### config.mk
export PLATFORM = sky130hd
export DESIGN_NAME = seq_slice_adder_flat
export DESIGN_NICKNAME = d
export VERILOG_FILES = /design/src/rtl/seq_slice_adder_if.sv /design/src/rtl/seq_slice_adder.sv /design/src/flat_wrapper.sv
export SDC_FILE = /design/constraint.sdc
export NUM_CORES = 1
export LEC_CHECK = 0
export CAP_MARGIN = 10
export CORE_MARGIN = 2
export CORE_UTILIZATION = 50
export DETAILED_ROUTE_END_ITERATION = 8
export DONT_BUFFER_PORTS = 1
export PLACE_DENSITY_LB_ADDON = 0.25
export SLEW_MARGIN = 5
export SYNTH_ARGS = -nofsm -noshare
export SYNTH_HDL_FRONTEND = slang
export SYNTH_SLANG_ARGS = --single-unit
### constraint.sdc
create_clock -name clk -period 4.1 [get_ports clk]
set_input_delay 0.615 -clock clk [delete_from_list [all_inputs] [get_ports clk]]
set_output_delay 0.615 -clock clk [all_outputs]
set_load 0.005 [all_outputs]
### src/rtl/seq_slice_adder_if.sv
// Handshake and data bundle for seq_slice_adder.
// The slave modport is the adder's view; the master modport is the producer/consumer view.
interface seq_slice_adder_if #(
    parameter int WIDTH = 32
);
    logic             in_valid;
    logic             in_ready;
    logic [WIDTH-1:0] a;
    logic [WIDTH-1:0] b;
    logic             cin;
    logic             sub;
    logic             out_valid;
    logic             out_ready;
    logic [WIDTH-1:0] z;
    logic             cout;
    logic             ovf;

    modport slave (
        input  in_valid,
        input  a,
        input  b,
        input  cin,
        input  sub,
        input  out_ready,
        output in_ready,
        output out_valid,
        output z,
        output cout,
        output ovf
    );

    modport master (
        output in_valid,
        output a,
        output b,
        output cin,
        output sub,
        output out_ready,
        input  in_ready,
        input  out_valid,
        input  z,
        input  cout,
        input  ovf
    );
endinterface

### src/rtl/seq_slice_adder.sv
// Multi-cycle WIDTH-bit adder/subtractor that processes SLICE bits per clock,
// LSB slice first, with a registered carry between slices. One operation is in
// flight at a time: IDLE accepts operands, RUN walks the slices, DONE holds the
// result until the consumer takes it. The interface instance must be built with
// the same WIDTH as this module.
module seq_slice_adder #(
    parameter int WIDTH = 32,
    parameter int SLICE = 8
) (
    input  logic               clk,
    input  logic               reset_n,
    seq_slice_adder_if.slave   bus
);

    localparam int NSLICE = WIDTH / SLICE;
    localparam int CW     = (NSLICE > 1) ? $clog2(NSLICE) : 1;

    // Slice width must tile the operand exactly, otherwise the top slice would be ragged.
    generate
        if ((SLICE < 1) || (SLICE > WIDTH) || ((WIDTH % SLICE) != 0)) begin : gBadSlice
            $error("seq_slice_adder: WIDTH must be a positive multiple of SLICE");
        end
    endgenerate

    typedef enum logic [1:0] {
        IDLE = 2'd0,
        RUN  = 2'd1,
        DONE = 2'd2
    } state_t;

    state_t            state_q;
    logic [CW-1:0]     count_q;
    logic [WIDTH-1:0]  aOpnd_q;
    logic [WIDTH-1:0]  bEff_q;
    logic              carry_q;
    logic [WIDTH-1:0]  z_q;
    logic              cout_q;
    logic              ovf_q;
    logic              outValid_q;

    logic [SLICE-1:0]  aSlice;
    logic [SLICE-1:0]  bSlice;
    logic [SLICE:0]    sliceSum_d;
    logic              topCarry_d;
    logic [WIDTH-1:0]  aOpnd_d;
    logic [WIDTH-1:0]  bEff_d;
    logic              lastSlice;

    assign aSlice    = aOpnd_q[SLICE-1:0];
    assign bSlice    = bEff_q[SLICE-1:0];
    assign lastSlice = (count_q == CW'(NSLICE - 1));

    // Add the current low slice of both operands plus the carry held from the previous slice.
    always_comb begin
        sliceSum_d = {1'b0, aSlice} + {1'b0, bSlice} + {{SLICE{1'b0}}, carry_q};
        topCarry_d = aSlice[SLICE-1] ^ bSlice[SLICE-1] ^ sliceSum_d[SLICE-1];
    end

    // The A register doubles as the accumulator: the consumed slice shifts out at
    // the bottom while the fresh sum shifts in at the top, so after NSLICE steps it
    // holds the full result in order. B just shifts its next slice down.
    generate
        if (SLICE < WIDTH) begin : gMultiSlice
            assign aOpnd_d = {sliceSum_d[SLICE-1:0], aOpnd_q[WIDTH-1:SLICE]};
            assign bEff_d  = {{SLICE{1'b0}}, bEff_q[WIDTH-1:SLICE]};
        end else begin : gSingleSlice
            assign aOpnd_d = sliceSum_d[SLICE-1:0];
            assign bEff_d  = bEff_q;
        end
    endgenerate

    // Control FSM with registered results; z/cout/ovf only move on the final slice edge.
    always_ff @(posedge clk or negedge reset_n) begin
        if (!reset_n) begin
            state_q    <= IDLE;
            count_q    <= '0;
            aOpnd_q    <= '0;
            bEff_q     <= '0;
            carry_q    <= 1'b0;
            z_q        <= '0;
            cout_q     <= 1'b0;
            ovf_q      <= 1'b0;
            outValid_q <= 1'b0;
        end else begin
            case (state_q)
                IDLE: begin
                    if (bus.in_valid) begin
                        aOpnd_q <= bus.a;
                        bEff_q  <= bus.sub ? ~bus.b : bus.b;
                        carry_q <= bus.cin ^ bus.sub;
                        count_q <= '0;
                        state_q <= RUN;
                    end
                end
                RUN: begin
                    aOpnd_q <= aOpnd_d;
                    bEff_q  <= bEff_d;
                    carry_q <= sliceSum_d[SLICE];
                    if (lastSlice) begin
                        z_q        <= aOpnd_d;
                        cout_q     <= sliceSum_d[SLICE];
                        ovf_q      <= topCarry_d ^ sliceSum_d[SLICE];
                        outValid_q <= 1'b1;
                        count_q    <= '0;
                        state_q    <= DONE;
                    end else begin
                        count_q <= count_q + CW'(1);
                    end
                end
                DONE: begin
                    if (bus.out_ready) begin
                        outValid_q <= 1'b0;
                        state_q    <= IDLE;
                    end
                end
                default: begin
                    outValid_q <= 1'b0;
                    state_q    <= IDLE;
                end
            endcase
        end
    end

    assign bus.in_ready  = (state_q == IDLE);
    assign bus.out_valid = outValid_q;
    assign bus.z         = z_q;
    assign bus.cout      = cout_q;
    assign bus.ovf       = ovf_q;

endmodule

### src/flat_wrapper.sv
// flat-port wrapper written by rule: the top's interface ports become plain ports
module seq_slice_adder_flat 
#(
    parameter int WIDTH = 32,
    parameter int SLICE = 8
)
  (clk, reset_n, bus_in_valid, bus_a, bus_b, bus_cin, bus_sub, bus_out_ready, bus_in_ready, bus_out_valid, bus_z, bus_cout, bus_ovf);
  seq_slice_adder_if #(.WIDTH(WIDTH)) bus_i ();
  input  logic clk;
  input  logic reset_n;
  input wire logic [$bits(bus_i.in_valid)-1:0] bus_in_valid;
  input wire logic [$bits(bus_i.a)-1:0] bus_a;
  input wire logic [$bits(bus_i.b)-1:0] bus_b;
  input wire logic [$bits(bus_i.cin)-1:0] bus_cin;
  input wire logic [$bits(bus_i.sub)-1:0] bus_sub;
  input wire logic [$bits(bus_i.out_ready)-1:0] bus_out_ready;
  output wire logic [$bits(bus_i.in_ready)-1:0] bus_in_ready;
  output wire logic [$bits(bus_i.out_valid)-1:0] bus_out_valid;
  output wire logic [$bits(bus_i.z)-1:0] bus_z;
  output wire logic [$bits(bus_i.cout)-1:0] bus_cout;
  output wire logic [$bits(bus_i.ovf)-1:0] bus_ovf;
  assign bus_i.in_valid = bus_in_valid;
  assign bus_i.a = bus_a;
  assign bus_i.b = bus_b;
  assign bus_i.cin = bus_cin;
  assign bus_i.sub = bus_sub;
  assign bus_i.out_ready = bus_out_ready;
  assign bus_in_ready = bus_i.in_ready;
  assign bus_out_valid = bus_i.out_valid;
  assign bus_z = bus_i.z;
  assign bus_cout = bus_i.cout;
  assign bus_ovf = bus_i.ovf;
  seq_slice_adder #(.WIDTH(WIDTH), .SLICE(SLICE)) u_core (.clk(clk), .reset_n(reset_n), .bus(bus_i));
endmodule
==> results of run 1 <==
==> metal layers <==
layer	share of wire, %	up-vias	GRT usage, %	wire length (um)
li1	-	1837	-	-
met1	42	1991	29.5	5560
met2	51	119	37.9	6720
met3	5.8	5	4.90	754
met4	0.50	0	4.76	66
met5	0	-	0	0
==> cells by family after synthesis <==
group / synth area share, %
AO/OA/AOI/OAI: 22.2
XOR/XNOR: 6.38
buffers and inverters: 4.24
adder cells (fa/ha/maj): 2.55
AND/OR/NAND/NOR: 9.88
flip-flops: 47.4
multiplexers: 7.42
==> report_power, final <==
part / switching (mW) / total [mW] / internal, mW
Clock: 0.385 / 0.620 / 0.235
Sequential: 0.467 / 1.97 / 1.50
Combinational: 0.958 / 1.80 / 0.845
==> metrics by stage <==
step | power (mW) | cells | instance area, sq um | util [%] | worst slack [ps]
2_1_floorplan | 3.35 | 534 | 5490 | - | 2110
3_3_place_gp | 3.68 | 633 | 5480 | 50.8 | 1570
3_5_place_dp | 3.77 | 633 | 5480 | 50.8 | 1500
4_1_cts | 4.41 | 650 | 5690 | 52.7 | 1480
5_1_grt | 4.74 | 650 | 5690 | 52.7 | 1300
6_report | 4.39 | 650 | 5690 | 52.7 | 1460
==> worst paths after layout <==
kind / cells after the start / slack [ps] / end
worst max-delay path: 3 / 1460 / u_core.bus.z[25]$_DFFE_PN0P_
worst min-delay path: 1 / 130 / u_core.bus.z[28]$_DFFE_PN0P_
worst max register to register: 3 / 1460 / u_core.bus.z[25]$_DFFE_PN0P_
worst min register to register: 2 / 530 / u_core.bus.z[31]$_DFFE_PN0P_
max in group asynchronous: 1 / 3470 / u_core.state_q[1]$_DFFE_PN0P_
min in group clk: 3 / 430 / u_core.state_q[1]$_DFFE_PN0P_
==> sequential cells by signal, indices dropped and copies added (netlist names) <==
name                  cells
u_core.aOpnd_q           32
u_core.bEff_q            32
u_core.bus.cout           1
u_core.bus.out_valid      1
u_core.bus.ovf            1
u_core.bus.z             32
u_core.carry_q            1
u_core.count_q            2
u_core.state_q            2
==> cell usage in the layout (no fill, tap or decap), types with 2 or more instances in the layout <==
| cell | instances |
|---|---|
| dfrtp_1 | 102 |
| a21oi_1 | 74 |
| o21ai_0 | 68 |
| nor2b_1 | 54 |
| a22oi_1 | 51 |
| xor2_1 | 36 |
| mux2_4 | 25 |
| nand2_1 | 23 |
| clkbuf_8 | 9 |
| ha_1 | 8 |
| and2b_1 | 6 |
| o22ai_1 | 6 |
| nor2_1 | 5 |
| o22a_1 | 5 |
| xnor2_1 | 4 |
| inv_6 | 4 |
| nand3_1 | 3 |
| buf_4 | 3 |
| a31oi_1 | 2 |
| inv_1 | 2 |
| a22o_1 | 2 |
| mux2_2 | 2 |
| fa_1 | 2 |
| dfrtp_2 | 2 |
==> timing repair <==
action                     in CTS  in global routing
hold endpoints to repair      104                  0
setup endpoints to repair       0                  0
hold buffers                    1                  0
==> layout make-up <==
class	count	area, sq um	area share [%]
Multi-Input combinational cell	384	2670	46.9
Sequential cell	104	2610	45.8
Tap cell	140	175	3.08
Clock inverter	7	60.1	1.06
Clock buffer	9	124	2.18
Timing Repair Buffer	4	50.0	0.880
Inverter	2	7.51	0.132
==> impl_metrics.py, run 1 <==
metrics = {
    "routing": {
        "wl_mm": 13.1,
        "viasPerCell": 6.08,
        "detail-route-antenna-nets": 0,
        "drc": 0,
        "drt_first_iter_violations": 315,
        "first_pass_iters": 5,
        "wl_per_cell_um": 20.2,
        "via_count": 3952,
    },
    "setup_path": {
        "crit_required_ps": 4360,
        "worstSetupStartpoint": "u_core.state_q[1]$_DFFE_PN0P_",
        "worst-path-buf-inv": 0,
        "cp_slowest_cell": "and2b_2",
        "cp_data_arrival_time_ps": 2900,
        "path_cells": "and2b_2 > nand2_4 > mux2_4",
        "reg2reg_from": "u_core.state_q[1]$_DFFE_PN0P_",
        "slowest_delay_ps": 1010,
        "path_class": "flop to flop",
        "crit_family": "simple AND/OR/NAND/NOR gates",
        "cp_max_fo": 60,
        "cp-end-kind": "flop",
        "crit_path_start_kind": "flop",
    },
    "synth": {
        "synthFlopType": "dfrtp_1",
        "synth_top_area_share_pct": 47.4,
        "yosysMostFrequentCell": "dfrtp_1",
        "synth-seq-cells": 104,
        "yosys_warnings": 0,
        "syn_nets": 614,
        "synthCells": 534,
        "ys_seq_area_share_pct": 47.4,
        "syn_area_sq_um": 5490,
        "ys_async_sr_fraction_pct": 100,
        "synth_edf_count": 0,
        "syn_avg_cell_area_sq_um": 10.3,
        "synth_common_cells": "dfrtp_1 (104), a21oi_1 (74), o21ai_0 (68)",
        "synth_cell_types": 31,
        "synth.area.top_cells": "dfrtp_1 (47%), a22oi_1 (7.0%), mux2_4 (6.8%), a21oi_1 (6.7%), nor2b_1 (6.3%)",
        "yosysTopAreaCell": "dfrtp_1",
    },
    "floorplan": {
        "die_height_um": 109,
        "die_w_um": 109,
        "die_area_sq_um": 11800,
        "initial_utilization_pct": 50.9,
        "ios": 106,
        "row_count": 38,
        "coreArea_sq_um": 10800,
    },
    "global_routing": {
        "grt_max_degree": 105,
        "grt_pass1_vias": 3784,
        "gr-total-overflow": 0,
        "antenna_found_initial": 0,
        "grtUsageTotal_pct": 22.4,
        "grt_pass1_wl_mm": 20.6,
    },
    "clock_network": {
        "htree_num_levels": 3,
        "cts_num_sinks": 104,
        "clock_latency_ps": 370,
        "cts_resized": 0,
        "cts_tree": "done",
        "postCtsSetupBuffers": 0,
        "cts_root_buf": "clkbuf_8",
        "cts.clk_slew.worst_paths_ps": 100,
        "cts_made_buffers": 9,
        "cts_buffer_depth": 2,
    },
    "cells_and_area": {
        "layout.nets": 585,
        "drive_above_1_share_pct": 10.2,
        "syn2layout_area_growth_pct": 3.55,
        "fillers": 971,
        "antenna_cells": 0,
    },
    "timing": {
        "fin_crit_sh_pct": 64.5,
        "drv_slew": 0,
        "setup-tns-final_ps": 0,
        "min_period_ps": 2640,
        "tightest_slew_ps": 1200,
        "final.setup_skew_ps": 11.7,
        "hold_ws_ps": 135,
        "max_freq_mhz": 378,
        "slew-limit-headroom_pct": 20.2,
        "finalSetupViolations": 0,
        "rsz0062_at_grt": "no",
        "finalHoldViolCount": 0,
    },
    "status": {
        "status": "finished clean",
    },
    "power_and_ir_drop": {
        "p_leak_nw": 2.50,
        "vdd_drop_max_mv": 0.412,
        "p_per_area_nw_per_um2": 772,
    },
    "placed_design": {
        "gp_congestion": 0.834,
        "io_buffers": 0,
        "dp_hpwl_mm": 8.47,
    },
    "run": {
        "drv_cap": 0,
    },
    "min_path": {
        "hp-class": "input pin to async pin",
    },
}
(Power assumes the default switching activity.)
==> run 2, diff against run 1 <==
clock period = 2.3 ns   (was 4.1 ns; I/O delays follow)
==> impl_metrics.py, run 2 (same netlist as run 1, synthesis figures left out) <==
metrics = {
    "status": {
        "status": "finished, violations left",
        "violations": "negative hold slack",
    },
    "global_routing": {
        "antenna_found_initial": 0,
        "grt_pass1_wl_mm": 21.2,
        "gr-total-overflow": 0,
        "grt_max_degree": 105,
        "grtUsageTotal_pct": 23.4,
        "grt_pass1_vias": 3883,
    },
    "timing": {
        "rsz0062_at_grt": "no",
        "min_period_ps": 2150,
        "drv_slew": 0,
        "finalSetupViolations": 0,
        "finalHoldViolCount": 104,
        "max_freq_mhz": 466,
        "fin_crit_sh_pct": 93.3,
        "tightest_slew_ps": 640,
        "hold_ws_ps": -339,
        "setup-tns-final_ps": 0,
        "final.setup_skew_ps": 9.63,
        "slew-limit-headroom_pct": 57.3,
        "setup_slack_ps": 155,
    },
    "run": {
        "drv_cap": 0,
    },
    "floorplan": {
        "ios": 106,
        "coreArea_sq_um": 10800,
        "die_area_sq_um": 11800,
        "row_count": 38,
        "initial_utilization_pct": 50.9,
        "die_height_um": 109,
        "die_w_um": 109,
    },
    "clock_network": {
        "cts_num_sinks": 104,
        "clock_latency_ps": 370,
        "cts_buffer_depth": 2,
        "cts_tree": "done",
        "cts_made_buffers": 9,
        "postCtsSetupBuffers": 0,
        "htree_num_levels": 3,
        "cts.clk_slew.worst_paths_ps": 110,
        "cts_resized": 0,
        "cts_root_buf": "clkbuf_8",
    },
    "power_and_ir_drop": {
        "p_leak_nw": 2.52,
        "vdd_drop_max_mv": 0.576,
        "finalPower_mw": 7.96,
        "p_per_area_nw_per_um2": 1380,
    },
    "setup_path": {
        "cp_max_fo": 3,
        "cp-end-kind": "flop",
        "crit_path_start_kind": "flop",
        "r2r_end": "u_core.aOpnd_q[30]$_DFFE_PN0P_",
        "crit_end": "u_core.aOpnd_q[30]$_DFFE_PN0P_",
        "cp_data_arrival_time_ps": 2380,
        "reg2reg_from": "u_core.carry_q$_DFFE_PN0P_",
        "reg2reg_depth": 7,
        "crit_required_ps": 2530,
        "path_class": "flop to flop",
        "regToRegSetupSlack_ps": 150,
        "worstSetupStartpoint": "u_core.carry_q$_DFFE_PN0P_",
    },
    "cells_and_area": {
        "final_cells": 654,
        "antenna_cells": 0,
        "final_core_util_pct": 53.3,
        "syn2layout_area_growth_pct": 4.76,
        "layout_common_cells": "dfrtp_1 (102), a21oi_1 (74), o21ai_0 (68)",
        "layout.nets": 589,
        "drive_above_1_share_pct": 10.9,
        "final_common_cell": "dfrtp_1",
        "design_area_sq_um": 5760,
    },
    "routing": {
        "viasPerCell": 6.02,
        "detail-route-antenna-nets": 0,
        "first_pass_iters": 4,
        "wl_mm": 13.2,
        "wl_per_cell_um": 20.2,
        "drc": 0,
        "via_count": 3937,
        "drt_first_iter_violations": 206,
    },
    "placed_design": {
        "io_buffers": 0,
        "dp.cells": 638,
        "dp_hpwl_mm": 8.76,
        "dpl_cell_area_sq_um": 5550,
        "place_ws_ps": 169,
        "gp_congestion": 0.820,
    },
    "min_path": {
        "hp-class": "input pin to async pin",
    },
}
run 2: worst min-delay path by stage:
stage                               endpoint  slack [ps]
2_1_floorplan  u_core.aOpnd_q[0]$_DFFE_PN0P_          50
3_3_place_gp    u_core.bus.z[23]$_DFFE_PN0P_          50
3_5_place_dp    u_core.bus.z[22]$_DFFE_PN0P_          50
4_1_cts          u_core.bus.z[6]$_DFFE_PN0P_        -360
5_1_grt         u_core.bus.z[22]$_DFFE_PN0P_        -370
6_report        u_core.bus.z[21]$_DFFE_PN0P_        -340
run 2: routing by layer:
metal	vias up	global-route usage, %	share of wire [%]	routed length [um]
met1	1950	31.5	43	5700
met5	-	0	0	0
met2	122	37.5	49	6460
met3	19	4.54	6.1	810
met4	0	8.97	1.9	251
li1	1846	-	-	-
run 2: cell type report:
class,count,area [sq um]
clock inverter,7,78.8
sequential,104,2610
timing repair buffer,8,97.6
clock buffer,9,124
multi-input combinational,384,2670
tap,140,175
fill,965,5040
inverter,2,7.51
run 2: critical path, stage by stage (launching register included):
cell	delay [ps]
dfrtp_1	430
fa_1	470
fa_1	420
nand3_1	120
nand2_1	90
a31oi_1	200
xor2_1	190
a21oi_1	90
run 2: power by group:
part	internal (mW)	leakage (nW)	switching, mW
clock network	0.513	0.0925	0.682
registers	2.68	1.30	0.839
logic	1.57	1.12	1.68
total	4.76	2.52	3.20
